## config.mk

```make
export PLATFORM = sky130hd
export DESIGN_NAME = otter_mem_arbiter
export DESIGN_NICKNAME = d
export VERILOG_FILES = /design/src/rtl/otter_mem_arbiter.sv
export SDC_FILE = /design/constraint.sdc
export NUM_CORES = 1
export LEC_CHECK = 0
export CORE_AREA = 3 3 119 121
export CTS_CLUSTER_SIZE = 24
export DETAILED_ROUTE_END_ITERATION = 8
export DIE_AREA = 0 0 122 124
export PLACE_DENSITY = 0.59
export SETUP_SLACK_MARGIN = 0.1
export SYNTH_ARGS = -nofsm -noshare
export SYNTH_HDL_FRONTEND = slang
export SYNTH_SLANG_ARGS = --single-unit
export TNS_END_PERCENT = 50
```

## constraint.sdc

```tcl
create_clock -name CLK -period 5.5 [get_ports CLK]
set_clock_uncertainty 0.2 [all_clocks]
set_input_delay 1.1 -clock CLK [delete_from_list [all_inputs] [get_ports CLK]]
set_output_delay 1.1 -clock CLK [all_outputs]
set_load 0.01 [all_outputs]
```

## src/rtl/otter_mem_arbiter.sv

```systemverilog
// Two-master arbiter for OTTER memory port 2: CPU load/store (M0) and DMA/debug loader (M1).
// Define OTTER_ARB_RR_EN for round-robin conflict resolution in IDLE; default is fixed M0 priority.
module otter_mem_arbiter #(
  parameter int BURST_MAX = 8,
  parameter int CNT_W     = 4
) (
  input  logic        CLK,
  input  logic        RST,
  input  logic        M0_REQ,
  input  logic        M0_WE,
  input  logic        M0_LOCK,
  input  logic [31:0] M0_ADDR,
  input  logic [31:0] M0_DIN,
  input  logic [1:0]  M0_SIZE,
  input  logic        M0_SIGN,
  output logic        M0_GNT,
  output logic        M0_RVALID,
  output logic [31:0] M0_DOUT,
  input  logic        M1_REQ,
  input  logic        M1_WE,
  input  logic        M1_LOCK,
  input  logic [31:0] M1_ADDR,
  input  logic [31:0] M1_DIN,
  input  logic [1:0]  M1_SIZE,
  input  logic        M1_SIGN,
  output logic        M1_GNT,
  output logic        M1_RVALID,
  output logic [31:0] M1_DOUT,
  output logic [31:0] MEM_ADDR2,
  output logic [31:0] MEM_DIN2,
  output logic        MEM_WRITE2,
  output logic        MEM_READ2,
  output logic [1:0]  MEM_SIZE,
  output logic        MEM_SIGN,
  input  logic [31:0] MEM_DOUT2
);

  typedef enum logic [1:0] {IDLE = 2'd0, OWN0 = 2'd1, OWN1 = 2'd2} state_t;

  localparam logic [CNT_W-1:0] BURST_LIM = CNT_W'(BURST_MAX);

  state_t           state_q, state_d;
  logic [CNT_W-1:0] bcnt_q, bcnt_d;
  logic             gnt0, gnt1, forced;
  logic             rd_pend_p1, rd_own_p1;
`ifdef OTTER_ARB_RR_EN
  logic             rr_last_q;
`endif

  // State register and read-return stage
  always_ff @(posedge CLK) begin
    if (RST) begin
      state_q    <= IDLE;
      bcnt_q     <= '0;
      rd_pend_p1 <= 1'b0;
    end else begin
      state_q    <= state_d;
      bcnt_q     <= bcnt_d;
      rd_pend_p1 <= (gnt0 && !M0_WE) || (gnt1 && !M1_WE);
    end
  end

  always_ff @(posedge CLK) begin
    if (gnt0 || gnt1) rd_own_p1 <= gnt1;
  end

`ifdef OTTER_ARB_RR_EN
  // Pointer records the last granted master; reset value 1 lets M0 win the first conflict.
  always_ff @(posedge CLK) begin
    if (RST)
      rr_last_q <= 1'b1;
    else if (gnt0 || gnt1)
      rr_last_q <= gnt1;
  end
`endif

  // Grant decision: owner priority, forced hand-off once the burst limit is reached
  always_comb begin
    gnt0   = 1'b0;
    gnt1   = 1'b0;
    forced = 1'b0;
    case (state_q)
      IDLE: begin
        if (M0_REQ && M1_REQ) begin
`ifdef OTTER_ARB_RR_EN
          gnt0 = rr_last_q;
          gnt1 = !rr_last_q;
`else
          gnt0 = 1'b1;
`endif
        end else begin
          gnt0 = M0_REQ;
          gnt1 = M1_REQ;
        end
      end
      OWN0: begin
        if (bcnt_q == BURST_LIM && M1_REQ) begin
          gnt1   = 1'b1;
          forced = 1'b1;
        end else if (M0_REQ) begin
          gnt0 = 1'b1;
        end else begin
          gnt1 = M1_REQ;
        end
      end
      OWN1: begin
        if (bcnt_q == BURST_LIM && M0_REQ) begin
          gnt0   = 1'b1;
          forced = 1'b1;
        end else if (M1_REQ) begin
          gnt1 = 1'b1;
        end else begin
          gnt0 = M0_REQ;
        end
      end
      default: begin
        gnt0 = 1'b0;
        gnt1 = 1'b0;
      end
    endcase
    if (RST) begin
      gnt0   = 1'b0;
      gnt1   = 1'b0;
      forced = 1'b0;
    end
  end

  // Next state and burst counter
  always_comb begin
    logic owner_gnt;
    logic other_req;
    state_d   = state_q;
    owner_gnt = 1'b0;
    other_req = 1'b0;
    case (state_q)
      IDLE: begin
        if (gnt0 && M0_LOCK)      state_d = OWN0;
        else if (gnt1 && M1_LOCK) state_d = OWN1;
      end
      OWN0: begin
        owner_gnt = gnt0;
        other_req = M1_REQ;
        if (forced || (gnt0 && !M0_LOCK) || (gnt1 && !M0_REQ)) state_d = IDLE;
      end
      OWN1: begin
        owner_gnt = gnt1;
        other_req = M0_REQ;
        if (forced || (gnt1 && !M1_LOCK) || (gnt0 && !M1_REQ)) state_d = IDLE;
      end
      default: state_d = IDLE;
    endcase
    if (state_d != state_q || !other_req)
      bcnt_d = '0;
    else if (owner_gnt)
      bcnt_d = bcnt_q + CNT_W'(1);
    else
      bcnt_d = bcnt_q;
  end

  // Memory drive from the granted master
  always_comb begin
    MEM_ADDR2  = '0;
    MEM_DIN2   = '0;
    MEM_WRITE2 = 1'b0;
    MEM_READ2  = 1'b0;
    MEM_SIZE   = '0;
    MEM_SIGN   = 1'b0;
    if (gnt0) begin
      MEM_ADDR2  = M0_ADDR;
      MEM_DIN2   = M0_DIN;
      MEM_WRITE2 = M0_WE;
      MEM_READ2  = !M0_WE;
      MEM_SIZE   = M0_SIZE;
      MEM_SIGN   = M0_SIGN;
    end else if (gnt1) begin
      MEM_ADDR2  = M1_ADDR;
      MEM_DIN2   = M1_DIN;
      MEM_WRITE2 = M1_WE;
      MEM_READ2  = !M1_WE;
      MEM_SIZE   = M1_SIZE;
      MEM_SIGN   = M1_SIGN;
    end
  end

  // Response routing; a reset in the return cycle drops the response
  always_comb begin
    M0_GNT    = gnt0;
    M1_GNT    = gnt1;
    M0_RVALID = rd_pend_p1 && !rd_own_p1 && !RST;
    M1_RVALID = rd_pend_p1 && rd_own_p1 && !RST;
    M0_DOUT   = M0_RVALID ? MEM_DOUT2 : 32'h0;
    M1_DOUT   = M1_RVALID ? MEM_DOUT2 : 32'h0;
  end

endmodule

```

After elaboration in Yosys (flattened, before gate mapping):

Index checks and enable logic that the tools add are counted.

* $add $sub $neg: 1
* equal/unequal tests: 4
* muxes and demuxes: 39
* reduce and logical (&&, ||, !) cells: 33

Operator list (count)
* 32-bit two-way mux: 6
* 1-bit two-way mux: 21
* 1-bit logical AND: 15
* 2-bit two-way mux: 6
* 1-bit logical NOT: 9
* 1-bit logical OR: 7
* 1-bit case mux with 2 select lines: 3
* 1-bit case mux with 3 select lines: 2
* 2-bit case mux with 3 select lines: 1
* 4-bit by 1-bit adder with 4-bit output, second input constant: 1
* 4-bit == test, second input constant: 1
* 2-bit by 1-bit == test with 1-bit output, second input constant: 1
* 2-bit == test, second input constant: 1
* 2-bit logical NOT: 1
* 2-bit != test: 1
* 2-bit OR reduction: 1

* register bits: 8
* bits of input ports: 174
* output and inout bits: 137
* logic and storage cells: 81

Logic depth before layout (Yosys ltp):

* depth in word-level cells: 13
* depth in mapped cells: 11
* depth with buffers taken out: 8

Least setup slack after synthesis:

OpenSTA, ideal clock, no wires.

* path type: input port to output port
* from: input RST
* to: output MEM_ADDR2[12]
* arrival: 2.542 ns
* required time: 4.200 ns
* setup slack: 1.658 ns
* stages on the path: 9
* buffers on the path: 3
* path through: buf_2 nor3b_2 o31a_1 nand2_2 inv_2 buf_4 buf_4 nand2_1 mux2i_1

* cells in the longest elaborated chain, start to end: 3
* elaborated cells on any way between the ends: 4
* classes of those cells: mux (4)

Ends and longest elaborated chain
* from (decl): line 8 `input logic RST,`
* 1-bit two-way mux: line 121 `if (RST) begin`
* 32-bit two-way mux: line 175 `end else if (gnt1) begin`
* 32-bit two-way mux (*): line 168 `if (gnt0) begin`
* to (decl): line 29 `output logic [31:0] MEM_ADDR2,`

Mark *: on every way between the ends. The rest lies on a longest branch, timed or not.

Final worst setup path:

* from: input M1_REQ
* to: output MEM_ADDR2[2]

* cells in the longest elaborated chain, start to end: 6
* elaborated cells on any way between the ends: 17
* classes of those cells: mux (15); reduce/logical (2)

Ends and longest elaborated chain
* from (decl): line 19 `input logic M1_REQ,`
* 1-bit two-way mux, or another cell as far along: line 110 `end else if (M1_REQ) begin`
* 1-bit two-way mux (on tied branches): line 107, 84, 97
* 1-bit case mux with 3 select lines: line 82 `case (state_q)`
* 1-bit two-way mux: line 121
* 32-bit two-way mux: line 175
* 32-bit two-way mux (*): line 168

Marks and branches as above.

==> flow_summary.toml <==
[routing]
wl_mm = 14.17
drtIter0Drc = 105
ant_nets = 0
wl_per_cell_um = 16.49
dr.pass1.iters = 4
vias_per_cell = 4.279
vias = 3676
drc = 0

[clock_tree]
cts_setup_buffers = 0
insertion_delay_ns = 0.23
numCtsBuffers = 3
path_clk_slew_ns = 0.04
ctsResizeCount = 0
tritoncts = "yes"
htreeDepth = 1
postCtsHoldBufs = 0
cts_buffer_depth = 2
clock_sinks = 8
cts_root_buf = "clkbuf_16"

[pwr]
p_seq_share_pct = 11.8
power.density_nw_per_um2 = 89.07
ir_drop_mv = 0.07669
p_clk_share_pct = 23.9
p_leak_nw = 2.697
swShare_pct = 29.60
p_comb_share_pct = 64.4
p_total_mw = 0.5327
power.internal_mw = 0.3750
p_sw_mw = 0.1577

[job]
cap_violations = 0

[timing]
hold_viol_final = 0
relSlewSlack_pct = 59.07
tns_ns = 0
worst_pin_slew_ns = 0.6093
max_clock_freq_mhz = 195.2
fin_crit_ns = 5.123
drv_slew = 0
setup_viol = 0
min_period_over_period_pct = 93.14
rsz0062_at_grt = "no"

[worst_setup_path]
arrival_ns = 3.82
crit_path_start = "M1_REQ"
required_ns = 4.20
cp-start-kind = "input port"
critical_path_class = "input port to primary output"
reg2reg_to = "bcnt_q[0]"
crit_path_end = "MEM_ADDR2[2]"
r2r-start = "state_q[0]"
worst-path-max-fanout = 19
reg2reg_slack_ns = 2.74
crit_path_end_kind = "primary output"
reg2regPathDepth = 6

[synthesis]
synth-simple-area-share_pct = 33.00
synthArstFlopShare_pct = 0
ys_seq_area_share_pct = 6.551
ys_types = 56
synthMuxAreaShare_pct = 26.59
synth-main-ff-cell = "dfxtp_1"
postSynthAreaPerCell_um2 = 6.712
synth_seq_cells = 8
syn_nets = 567
synth_edf_count = 1
synthAdderAreaFrac_pct = 2.890
synthXorXnorAreaFrac_pct = 0
synth_top_family_by_area = "simple AND/OR/NAND/NOR gates"
synthCells = 387
synth-compound-area-share_pct = 14.16
syn_area_um2 = 2597
yosysWarnings = 0

[global_route]
grt_use_total_pct = 16.87
overflow = 0
grt_antenna_before_repair = 0
grt_start_max_net_pins = 64
grt_pass1_vias = 3641
grt_pass1_wl_mm = 20.04

[die]
core.rowCount = 42
start_util_pct = 19.69
die_w_um = 122
fp.dieH_um = 124
placeableCoreArea_um2 = 13190
die-area_um2 = 15130
pin_count = 311

[placed_design]
gp_congestion = 0.8165
port_buffers = 310
place_hpwl_mm = 12.21

[finish]
diodes = 0
layout_common_cells = "310 x clkdlybuf4s50_1, 79 x inv_1, 70 x nand2_1"
final_common_cell = "clkdlybuf4s50_1"
area_growth_pct = 130.3
finalNetCount = 864
drive_above_1_share_pct = 4.100

[status]
status = "finished, final reports clean"

[hold_path]
hp-class = "flop to flop"
==> critical path: stages <==
cell and delay [ns]:
clkdlybuf4s50_1 0.60, nor3b_2 0.32, o31a_1 0.30, nand2_2 0.11, inv_2 0.28, buf_4 0.30, nand2_1 0.08, mux2i_1 0.16
clkdlybuf4s50_1 0.56
==> layer usage <==
metal	vias up	wire, um	track usage, %
met5	-	0	0
met4	0	68	2.381
met3	4	1464	5.177
met2	194	7534	32.53
met1	1646	5101	18.51
li1	1832	-	-
==> how the worst min path moves through the flow <==
stage,endpoint,cells past startpoint,startpoint
floorplan,bcnt_q[2],2,bcnt_q[2]
global placement,bcnt_q[1],2,bcnt_q[1]
detailed placement,bcnt_q[2],2,bcnt_q[2]
CTS,bcnt_q[2],2,bcnt_q[2]
global route,bcnt_q[2],2,bcnt_q[2]
finish,bcnt_q[2],2,bcnt_q[2]
==> stage by stage <==
step	setup slack (ns)	instance area [um^2]	util [%]	cells	hold slack, ns
detailed placement	0.3689	5902	44.74	855	0.3465
global placement	0.4972	5902	44.74	855	0.3192
finish	0.3771	5981	45.34	859	0.3473
global route	0.1924	5981	45.34	859	0.3782
CTS	0.3699	5981	45.34	859	0.3513
floorplan	1.658	2597	-	387	0.2868
==> power groups by stage <==
stage	sequential [mW]	clock, mW	combinational [mW]
floorplan	0.0631	0	0.116
CTS	0.0627	0.128	0.346
global route	0.0630	0.130	0.367
detailed placement	0.0636	0	0.344
global placement	0.0636	0	0.341
finish	0.0627	0.127	0.343
==> area by class of cell <==
cell class / instances / area [um^2]
multi-input cells: 272 / 2007
clock buffers: 4 / 78.83
repair buffers: 318 / 3201
well taps: 176 / 220.2
fillers: 1323 / 7209
inverters: 81 / 304.0
flip-flops and latches: 8 / 170.2
==> synth_stat cells, types with 2 or more instances <==
master      n  area, um^2
nor2_1      4       15.01
nand2_1    70       262.8
o211ai_1    2       15.01
a2111oi_1   4       40.04
buf_4       2       15.01
or4_1       3       22.52
a31oi_4     2       42.54
mux2i_1    69       690.7
clkbuf_1    7       26.28
nand3b_1    2       15.01
nand3_1     2       10.01
inv_1      79       296.5
o31ai_1     2       15.01
a31oi_1     2       12.51
ha_1        6       75.07
and2_1     64       400.4
o21ai_0     6       30.03
a21oi_1     2       10.01
dfxtp_1     7       140.1
a31o_2      2       17.52
buf_2      15       75.07
==> logic make-up after synthesis <==
logic type / count (synthesis)
buf+inv: 107
compound gates: 37
simple gates: 160
mux: 69
flops: 8
fa+ha+maj: 6
==> flip-flops by register name, summed over array words and instances (netlist names) <==
register	cells
bcnt_q	4
rd_own_p1	1
rd_pend_p1	1
state_q	2
(Power assumes the default switching activity.)
